$ cat config.mk
export PLATFORM = sky130hd
export DESIGN_NAME = ccu25_event_writer_flat
export DESIGN_NICKNAME = d
export VERILOG_FILES = /design/src/rtl/ccu25_pkg.sv /design/src/rtl/ccu25_event_writer_if.sv /design/src/rtl/ccu25_event_writer.sv /design/src/flat_wrapper.sv
export SDC_FILE = /design/constraint.sdc
export NUM_CORES = 1
export LEC_CHECK = 0
export BUFFER_PORTS_ARGS = -buffer_cell sky130_fd_sc_hd__buf_4
export CORE_ASPECT_RATIO = 1.25
export CORE_MARGIN = 2
export CORE_UTILIZATION = 57
export CTS_CLUSTER_DIAMETER = 120
export CTS_CLUSTER_SIZE = 30
export DETAILED_ROUTE_END_ITERATION = 7
export GPL_ROUTABILITY_DRIVEN = 0
export PLACE_DENSITY = 0.88
export SETUP_SLACK_MARGIN = 0.2
export SYNTH_ARGS = -nofsm -noshare
export SYNTH_HDL_FRONTEND = slang
export SYNTH_SLANG_ARGS = --single-unit
$ cat constraint.sdc
create_clock -name clk -period 2.2 [get_ports clk]
set_input_delay 0.11 -clock clk [delete_from_list [all_inputs] [get_ports clk]]
set_output_delay 0.11 -clock clk [all_outputs]
set_load 0.01 [all_outputs]
$ cat src/rtl/ccu25_pkg.sv
// Shared CCU25 event-format definitions: writer FSM states, marker defaults
// and header/trailer field positions (also used by the link-side decoder).
package ccu25_pkg;

   typedef enum logic [2:0] {
      IDLE,
      HEADER,
      PAYLOAD,
      FLUSH,
      TRAILER,
      WAIT_TX
   } state_e;

   localparam logic [7:0] HDR_MARK_DEF = 8'hA5;
   localparam logic [7:0] TRL_MARK_DEF = 8'h5A;

   // Field positions inside the 64-bit header/trailer words
   localparam int MARK_LSB      = 56;
   localparam int HDR_RUN_LSB   = 32;
   localparam int HDR_ORBIT_LSB = 0;
   localparam int TRL_TRUNC_BIT = 48;
   localparam int TRL_COUNT_LSB = 32;
   localparam int TRL_CKSUM_LSB = 0;

   function automatic logic [63:0] pack_header(input logic [7:0]  mark,
                                               input logic [23:0] run,
                                               input logic [31:0] orbit);
      logic [63:0] w;
      w = '0;
      w[MARK_LSB +: 8]       = mark;
      w[HDR_RUN_LSB +: 24]   = run;
      w[HDR_ORBIT_LSB +: 32] = orbit;
      return w;
   endfunction

   function automatic logic [63:0] pack_trailer(input logic [7:0]  mark,
                                                input logic        truncated,
                                                input logic [15:0] count,
                                                input logic [31:0] cksum);
      logic [63:0] w;
      w = '0;
      w[MARK_LSB +: 8]       = mark;
      w[TRL_TRUNC_BIT]       = truncated;
      w[TRL_COUNT_LSB +: 16] = count;
      w[TRL_CKSUM_LSB +: 32] = cksum;
      return w;
   endfunction

endpackage

$ cat src/rtl/ccu25_event_writer_if.sv
// Hit stream and FIFO write bus of the event writer.
// master = the writer (accepts hits, drives the FIFO), slave = its environment.
interface ccu25_event_writer_if;
   logic        hit_valid;
   logic [31:0] hit_data;
   logic        hit_last;
   logic        hit_ready;
   logic        fifo_full;
   logic        fifo_we;
   logic [63:0] fifo_wdata;

   modport master (
      input  hit_valid, hit_data, hit_last, fifo_full,
      output hit_ready, fifo_we, fifo_wdata
   );

   modport slave (
      output hit_valid, hit_data, hit_last, fifo_full,
      input  hit_ready, fifo_we, fifo_wdata
   );
endinterface

$ cat src/rtl/ccu25_event_writer.sv
// CCU25 event writer: on a trigger writes header, packed hit pairs and a
// trailer into the event FIFO, then requests transmission and waits for it.
module ccu25_event_writer
   import ccu25_pkg::*;
#(
   parameter int unsigned MAX_HITS = 1024,
   parameter logic [7:0]  HDR_MARK = HDR_MARK_DEF,
   parameter logic [7:0]  TRL_MARK = TRL_MARK_DEF
) (
   input  logic                        clk,
   input  logic                        rst_n,
   input  logic                        trigger,
   input  logic [31:0]                 orbit_number,
   input  logic [23:0]                 run_number,
   ccu25_event_writer_if.master        bus,
   input  logic                        transmit_complete,
   output logic                        transmit_request,
   output logic                        busy,
   output logic [15:0]                 drop_count
);

   state_e      state_q, state_d;
   logic [31:0] orbit_q, orbit_d;
   logic [23:0] run_q, run_d;
   logic [31:0] half_q, half_d;
   logic        half_valid_q, half_valid_d;
   logic [15:0] hit_count_q, hit_count_d;
   logic [31:0] checksum_q, checksum_d;
   logic        trunc_q, trunc_d;
   logic        fifo_we_q, fifo_we_d;
   logic [63:0] fifo_wdata_q, fifo_wdata_d;
   logic [15:0] drop_count_q, drop_count_d;

   logic        hit_ready_c;
   logic        hit_take;
   logic        pend;

   // A held half word can only be completed when the FIFO can take the pair
   assign hit_ready_c = (state_q == PAYLOAD) && (!half_valid_q || !bus.fifo_full);
   assign hit_take    = hit_ready_c && bus.hit_valid;

   // Next-state, packing and bookkeeping for the whole event sequence
   always_comb begin
      state_d      = state_q;
      orbit_d      = orbit_q;
      run_d        = run_q;
      half_d       = half_q;
      half_valid_d = half_valid_q;
      hit_count_d  = hit_count_q;
      checksum_d   = checksum_q;
      trunc_d      = trunc_q;
      fifo_we_d    = 1'b0;
      fifo_wdata_d = fifo_wdata_q;
      drop_count_d = drop_count_q;
      pend         = half_valid_q;

      if (trigger && (state_q != IDLE) && (drop_count_q != 16'hFFFF))
         drop_count_d = drop_count_q + 16'd1;

      case (state_q)
         IDLE: begin
            if (trigger) begin
               orbit_d = orbit_number;
               run_d   = run_number;
               state_d = HEADER;
            end
         end
         HEADER: begin
            if (!bus.fifo_full) begin
               fifo_we_d    = 1'b1;
               fifo_wdata_d = pack_header(HDR_MARK, run_q, orbit_q);
               state_d      = PAYLOAD;
            end
         end
         PAYLOAD: begin
            if (hit_take) begin
               if (32'(hit_count_q) < MAX_HITS) begin
                  if (hit_count_q != 16'hFFFF)
                     hit_count_d = hit_count_q + 16'd1;
                  if (half_valid_q) begin
                     fifo_we_d    = 1'b1;
                     fifo_wdata_d = {half_q, bus.hit_data};
                     checksum_d   = checksum_q ^ half_q ^ bus.hit_data;
                     half_valid_d = 1'b0;
                     pend         = 1'b0;
                  end else begin
                     half_d       = bus.hit_data;
                     half_valid_d = 1'b1;
                     pend         = 1'b1;
                  end
               end else begin
                  trunc_d = 1'b1;
               end
               if (bus.hit_last)
                  state_d = pend ? FLUSH : TRAILER;
            end
         end
         FLUSH: begin
            if (!bus.fifo_full) begin
               fifo_we_d    = 1'b1;
               fifo_wdata_d = {half_q, 32'h0};
               checksum_d   = checksum_q ^ half_q;
               half_valid_d = 1'b0;
               state_d      = TRAILER;
            end
         end
         TRAILER: begin
            if (!bus.fifo_full) begin
               fifo_we_d    = 1'b1;
               fifo_wdata_d = pack_trailer(TRL_MARK, trunc_q, hit_count_q, checksum_q);
               state_d      = WAIT_TX;
            end
         end
         WAIT_TX: begin
            if (transmit_complete) begin
               state_d      = IDLE;
               hit_count_d  = '0;
               checksum_d   = '0;
               trunc_d      = 1'b0;
               half_valid_d = 1'b0;
            end
         end
         default: state_d = IDLE;
      endcase
   end

   // State and output registers; reset abandons any event in flight
   always_ff @(posedge clk or negedge rst_n) begin
      if (!rst_n) begin
         state_q      <= IDLE;
         orbit_q      <= '0;
         run_q        <= '0;
         half_q       <= '0;
         half_valid_q <= 1'b0;
         hit_count_q  <= '0;
         checksum_q   <= '0;
         trunc_q      <= 1'b0;
         fifo_we_q    <= 1'b0;
         fifo_wdata_q <= '0;
         drop_count_q <= '0;
      end else begin
         state_q      <= state_d;
         orbit_q      <= orbit_d;
         run_q        <= run_d;
         half_q       <= half_d;
         half_valid_q <= half_valid_d;
         hit_count_q  <= hit_count_d;
         checksum_q   <= checksum_d;
         trunc_q      <= trunc_d;
         fifo_we_q    <= fifo_we_d;
         fifo_wdata_q <= fifo_wdata_d;
         drop_count_q <= drop_count_d;
      end
   end

   assign bus.hit_ready     = hit_ready_c;
   assign bus.fifo_we       = fifo_we_q;
   assign bus.fifo_wdata    = fifo_wdata_q;
   assign transmit_request  = (state_q == WAIT_TX);
   assign busy              = (state_q != IDLE);
   assign drop_count        = drop_count_q;

endmodule

$ cat src/flat_wrapper.sv
// flat-port wrapper written by rule: the top's interface ports become plain ports
module ccu25_event_writer_flat import ccu25_pkg::*;
#(
   parameter int unsigned MAX_HITS = 1024,
   parameter logic [7:0]  HDR_MARK = HDR_MARK_DEF,
   parameter logic [7:0]  TRL_MARK = TRL_MARK_DEF
)
  (clk, rst_n, trigger, orbit_number, run_number, transmit_complete, transmit_request, busy, drop_count, bus_hit_valid, bus_hit_data, bus_hit_last, bus_fifo_full, bus_hit_ready, bus_fifo_we, bus_fifo_wdata);
  ccu25_event_writer_if bus_i ();
  input  logic clk;
  input  logic rst_n;
  input  logic trigger;
  input  logic [31:0] orbit_number;
  input  logic [23:0] run_number;
  input  logic transmit_complete;
  output logic transmit_request;
  output logic busy;
  output logic [15:0] drop_count;
  input wire logic [$bits(bus_i.hit_valid)-1:0] bus_hit_valid;
  input wire logic [$bits(bus_i.hit_data)-1:0] bus_hit_data;
  input wire logic [$bits(bus_i.hit_last)-1:0] bus_hit_last;
  input wire logic [$bits(bus_i.fifo_full)-1:0] bus_fifo_full;
  output wire logic [$bits(bus_i.hit_ready)-1:0] bus_hit_ready;
  output wire logic [$bits(bus_i.fifo_we)-1:0] bus_fifo_we;
  output wire logic [$bits(bus_i.fifo_wdata)-1:0] bus_fifo_wdata;
  assign bus_i.hit_valid = bus_hit_valid;
  assign bus_i.hit_data = bus_hit_data;
  assign bus_i.hit_last = bus_hit_last;
  assign bus_i.fifo_full = bus_fifo_full;
  assign bus_hit_ready = bus_i.hit_ready;
  assign bus_fifo_we = bus_i.fifo_we;
  assign bus_fifo_wdata = bus_i.fifo_wdata;
  ccu25_event_writer #(.MAX_HITS(MAX_HITS), .HDR_MARK(HDR_MARK), .TRL_MARK(TRL_MARK)) u_core (.clk(clk), .rst_n(rst_n), .trigger(trigger), .orbit_number(orbit_number), .run_number(run_number), .bus(bus_i), .transmit_complete(transmit_complete), .transmit_request(transmit_request), .busy(busy), .drop_count(drop_count));
endmodule
### Yosys cells after proc, flatten, opt, wreduce, memory -nomap -nowiden

Index checks and enable logic that the tools add are counted.

| cells by class | value |
|---|---|
| $lt $le $gt $ge | 1 |
| bitwise operators | 3 |
| mux-type cells | 42 |
| eq/ne operators | 18 |
| add/subtract/negate cells | 2 |
| reductions and logical operators | 21 |

Operator list:

| operator | count |
|---|---|
| $mux 64 | 6 |
| $pmux 64 s4 | 1 |
| $mux 32 | 5 |
| $pmux 32 s3 | 1 |
| $mux 16 | 4 |
| $xor 32x32->32 | 2 |
| $add 16x1->16 const B | 2 |
| $ne 16x16->1 const B | 2 |
| $pmux 16 s2 | 1 |
| $mux 3 | 8 |
| $ne 2x2->1 const B | 9 |
| $pmux 3 s6 | 1 |
| $lt 16x11->1 const B | 1 |
| $reduce_and 7->1 | 2 |
| $mux 1 | 12 |
| $reduce_and 4->1 | 3 |
| $eq 3x2->1 const B | 2 |
| $eq 3x3->1 const B | 2 |
| $reduce_and 6->1 | 1 |
| $reduce_bool 3->1 | 2 |
| $reduce_and 5->1 | 1 |
| $logic_and 1x1->1 | 4 |
| $ne 2x1->1 const B | 2 |
| $pmux 1 s2 | 2 |
| other kinds (10) | 11 |

| storage, ports and cells | value |
|---|---|
| output and inout bits | 84 |
| logic and storage cells | 98 |
| input bits | 95 |
| flip-flop bits (word level) | 222 |

### Logic depth before layout (Yosys ltp)

| logic depth | value |
|---|---|
| depth after elaboration | 10 |
| depth in mapped cells | 8 |
| mapped depth without buffers | 7 |

### Worst setup path after synthesis

No wires, ideal clock.

| timing path | value |
|---|---|
| kind | register -> register |
| from | reg u_core.hit_count_q[15] |
| to | reg u_core.fifo_wdata_q[57] (netlist: u_core.bus.fifo_wdata[57]) |
| data required time | 2.078 ns |
| library setup time | 0.122 ns |
| arrival time | 1.866 ns |
| path slack | 0.212 ns |
| period minus slack after synthesis | 1.988 ns |
| buffers on the path | 2 |
| stages on the path, launching flop included | 8 |
| cells stage by stage | dfrtp_1 -> nor4_2 -> nand2_1 -> o41ai_4 -> and2_1 -> buf_4 -> buf_4 -> a21oi_1 |

| on the way | value |
|---|---|
| cells in the longest elaborated chain, start to end | 3 |

Ends and longest elaborated chain:

| what | RTL line | source |
|---|---|---|
| start: declaration | ccu25_event_writer.sv:27 | `logic [15:0] hit_count_q, hit_count_d;` |
| start signal: assignment | ccu25_event_writer.sv:147 | `hit_count_q <= hit_count_d;` |
| $lt 16x11->1 | ccu25_event_writer.sv:77 | `if (32'(hit_count_q) < MAX_HITS) begin` |
| $ne 2x2->1 (no line) | -- |  |
| $reduce_and 7->1 (no line) | -- |  |
| end signal: assignment | ccu25_event_writer.sv:151 | `fifo_wdata_q <= fifo_wdata_d;` |
| end: declaration | ccu25_event_writer.sv:31 | `logic [63:0] fifo_wdata_q, fifo_wdata_d;` |

Every way passes these cells.
A chain may end at the register's enable or synchronous reset.

### Worst setup path in the final report

| timing path | value |
|---|---|
| from | reg u_core.hit_count_q[15] |
| to | reg u_core.fifo_wdata_q[49] (netlist: u_core.bus.fifo_wdata[49]) |

Same word-level chain as after synthesis.

==> flow_summary_export.csv <==
group,metric,value,unit
critical_path,worstPathCellList,"nor4_4 > nand2_2 > o41ai_4 > buf_6 > buf_8 > a21oi_1 > a21oi_1",
yosys,synthTopCellsByArea,"dfrtp_1 (52%), mux2_2 (9.5%), a21oi_1 (9.0%), xnor2_1 (3.6%), nand4b_1 (2.6%)",
grt,grt_max_degree,65,
critical_path,rrSetupSlack,0.03,ns
hold_path,hold_start,"bus_hit_valid",
yosys,synth_nets,1089,
yosys,ys_warn_count,0,
critical_path,cpPeakStageDelay,0.46,ns
cells_and_area,nFillCells,992,
yosys,synth_flop_cell,"dfrtp_1",
power_and_ir_drop,switching_share,41.4,%
yosys,synth-seq-cells,222,
yosys,yosys.area.top_type,"dfrtp_1",
grt,globalRouteOverflowTotal,0,
power_and_ir_drop,p_per_area,1450,nW/µm²
floorplan,initial_core_util,58.3,%
grt,gr-usage-all-layers,30.9,%
cts,cts_root_buf,"clkbuf_16",
routing,dr.pass1.iters,6,
critical_path,crit_path_max_fanout,10,
sta,maxSlewViolCount,0,
cells_and_area,final_util,79.6,%
floorplan,core,18200,µm²
cts,worstSkewPairLatency,0.48,ns
sta,tightest_slew,0.545,ns
yosys,synth-edff-count,0,
hold_path,hold_path.class,"primary input to flip-flop",
cells_and_area,syn_to_final_growth,36.5,%
routing,routed_wl,37200,µm
hold_path,hold_depth,4,
sta,fin_crit_sh,98.8,%
floorplan,die_h,156,µm
cts,cts_max_level,1,
routing,drc,0,
power_and_ir_drop,leakage,6.37,nW
floorplan,ios,179,
yosys,syn_area,10600,µm²
sta,rsz0062_at_grt,"yes",
run,cap_viol_max_count,0,
routing,vias,10200,
critical_path,end_kind,"flip-flop",
sta,relSlewSlack,63.4,%
power_and_ir_drop,intPower,12.3,mW
critical_path,cp-start-kind,"flip-flop",
sta,period_minus_slack,2.17,ns
yosys,syn_avg_cell_area,10.7,µm²
place,place_inst,1359,
cells_and_area,antennaDiodeCount,0,
grt,grt_pass1_vias,9306,
place,place_area,12400,µm²
yosys,async_reset_ff_share,100,%
grt,grt_antenna_before_repair,0,
critical_path,r2r-end,"u_core.bus.fifo_wdata[49]",
cts,numClockSinks,222,
cts,cts_made_buffers,11,
critical_path,critPathMostFrequentCell,"a21oi_1",
power_and_ir_drop,power_switching,8.69,mW
cells_and_area,fin_nets,1370,
yosys,synthCells,990,
place,dpl_worst_slack,0.0652,ns
cts,clockBufferDepth,3,
critical_path,cp_num_buf_inv,2,
critical_path,crit_type,"flip-flop to flip-flop",
status,status,"complete, no violations",
yosys,ys_seq_area_share,52.4,%
power_and_ir_drop,pwr-share-comb,53.2,%
power_and_ir_drop,vdd_ir_drop_max,0.977,mV
yosys,synth_top_area_share,52.4,%
sta,whs,0.157,ns
critical_path,ff2ff_path_depth,7,
cells_and_area,final_cells,1499,
hold_path,hold_path_end,"u_core.half_valid_q",
routing,ant_nets,0,
sta,timing.final.ws_setup,0.0271,ns
sta,tns,0,ns
critical_path,cp_slowest_cell,"dfrtp_1",
sta,fmax,0.460,GHz
floorplan,die_w,126,µm
critical_path,crit_required,2.61,ns
floorplan,die-area,19700,µm²
routing,avgViaCountPerCell,6.80,
grt,grt_pass1_wl,48700,µm
sta,setup_viol,0,
yosys,synthDistinctLibCells,50,
place,io_buffer_count,178,
critical_path,worstReg2RegStart,"u_core.hit_count_q[15]",
cts,clk_pin_slew,0.12,ns
sta,skew,0.0362,ns
cells_and_area,fin_area,14500,µm²
routing,wire_per_inst,24.8,µm
power_and_ir_drop,p_seq_share,35.9,%
place,dp.final_hpwl,19100,µm
cells_and_area,drive_above_1_share,34.2,%
cts,cts_tree,"yes",
floorplan,rows,55,
sta,hold_viol,0,
routing,drtIter0Drc,1380,
critical_path,critPathTopFamily,"compound AO/OA/AOI/OAI gates",
critical_path,arrival,2.58,ns
power_and_ir_drop,pwr-share-clk,10.9,%
power_and_ir_drop,finalPower,21.0,mW
==> per-layer routing <==
layer,vias up,GRT usage (%),wire (µm)
li1,4141,-,-
met2,845,54.0,18000
met4,0,15.1,3080
met3,247,3.59,3400
met5,-,0,0
met1,4953,38.3,12800
==> layout make-up <==
type / count / area [µm²] / area share, %
clock inverter: 1 / 20.0 / 0.138
multi-input combinational: 682 / 4930 / 34.1
clock buffer: 12 / 279 / 1.93
sequential: 222 / 5560 / 38.4
tap: 228 / 285 / 1.97
timing repair buffer: 342 / 3350 / 23.1
inverter: 12 / 45.0 / 0.311
==> kinds of logic after synthesis <==
family                   synth area share, %
AO/OA/AOI/OAI                           20.1
buffers and inverters                   3.51
adder cells (fa/ha/maj)                0.472
XOR/XNOR                                3.80
AND/OR/NAND/NOR                         9.59
flip-flops                              52.4
multiplexers                            10.1
==> flip-flops by register name, summed over array words and instances (netlist names) <==
signal and count:
u_core.bus.fifo_wdata 64, u_core.checksum_q 32, u_core.half_q 32, u_core.orbit_q 32, u_core.run_q 24, u_core.drop_count 16
u_core.hit_count_q 16, u_core.state_q 3, u_core.bus.fifo_we 1, u_core.half_valid_q 1, u_core.trunc_q 1
==> repair_timing <==
item / CTS / global route
setup endpoints to repair: 88 / 171
resized for setup: 7 / 67
pin swaps: 4 / 7
buffers inserted: 6 / 10
cloned: 2 / 18
hold buffers: 91 / 0
hold endpoints to repair: 181 / 0
==> placed cells by master, fill, tap and decap left out, types with 3 or more instances in the layout <==
cell type and count:
o21ai_0 48, mux2_2 89, buf_6 5, inv_1 11, o21a_1 3, or3_1 3, nand3_1 10, a21oi_1 150
buf_4 208, nor3_1 3, buf_8 5, nand4b_1 32, a31oi_1 9, a21bo_2 18, a41oi_1 3, buf_16 3
dlygate4sd3_1 91, xnor2_1 44, mux2i_1 6, buf_12 18, ha_1 3, clkbuf_16 23, dfrtp_1 219, a22oi_1 32
and3_1 11, a21bo_1 14, and2_1 7, a22o_1 17, nand4_1 9, dfrtp_2 3, nor2_1 43, a21oi_2 40
nand2_1 49
==> worst max-delay path by stage <==
| stage | start | cells past startpoint | slack [ns] | endpoint |
|---|---|---|---|---|
| 2_1_floorplan | u_core.hit_count_q[15] | 7 | 0.21 | u_core.bus.fifo_wdata[57] |
| 6_report | u_core.hit_count_q[15] | 7 | 0.03 | u_core.bus.fifo_wdata[49] |
| 3_3_place_gp | u_core.hit_count_q[15] | 6 | 0.21 | u_core.bus.fifo_wdata[60] |
| 5_1_grt | u_core.hit_count_q[15] | 7 | -0.01 | u_core.bus.fifo_wdata[49] |
| 4_1_cts | u_core.half_valid_q | 6 | 0.18 | u_core.checksum_q[30] |
| 3_5_place_dp | u_core.hit_count_q[15] | 6 | 0.07 | u_core.bus.fifo_wdata[51] |
==> synthesized netlist by cell type, drive strengths merged (2+ instances only) <==
cell	n
dfrtp	222
a21oi	192
mux2	89
nand2	51
o21ai	49
nor2	46
clkbuf	44
xnor2	44
a21bo	32
a22oi	32
nand4b	32
buf	30
a22o	17
and3	11
inv	11
nand3	11
a31oi	9
and2	9
nand4	9
mux2i	7
or3	5
ha	4
a41oi	3
nand2b	3
nor2b	3
nor3	3
o21a	3
nor4	2
o22ai	2
o41ai	2
xor2	2
==> power groups by stage <==
stage	clock, mW	combinational (mW)	sequential [mW]
2_1_floorplan	0	5.29	7.26
3_3_place_gp	0	8.10	7.33
3_5_place_dp	0	8.46	7.39
4_1_cts	2.29	9.00	7.31
5_1_grt	2.41	11.8	7.67
6_report	2.29	11.2	7.54
==> worst min-delay path: stages <==
cell and delay [ns]:
buf_4 0.12, nor2_1 0.06, nor3_1 0.16, o22ai_1 0.14
Power figures use the tool's default switching activity.
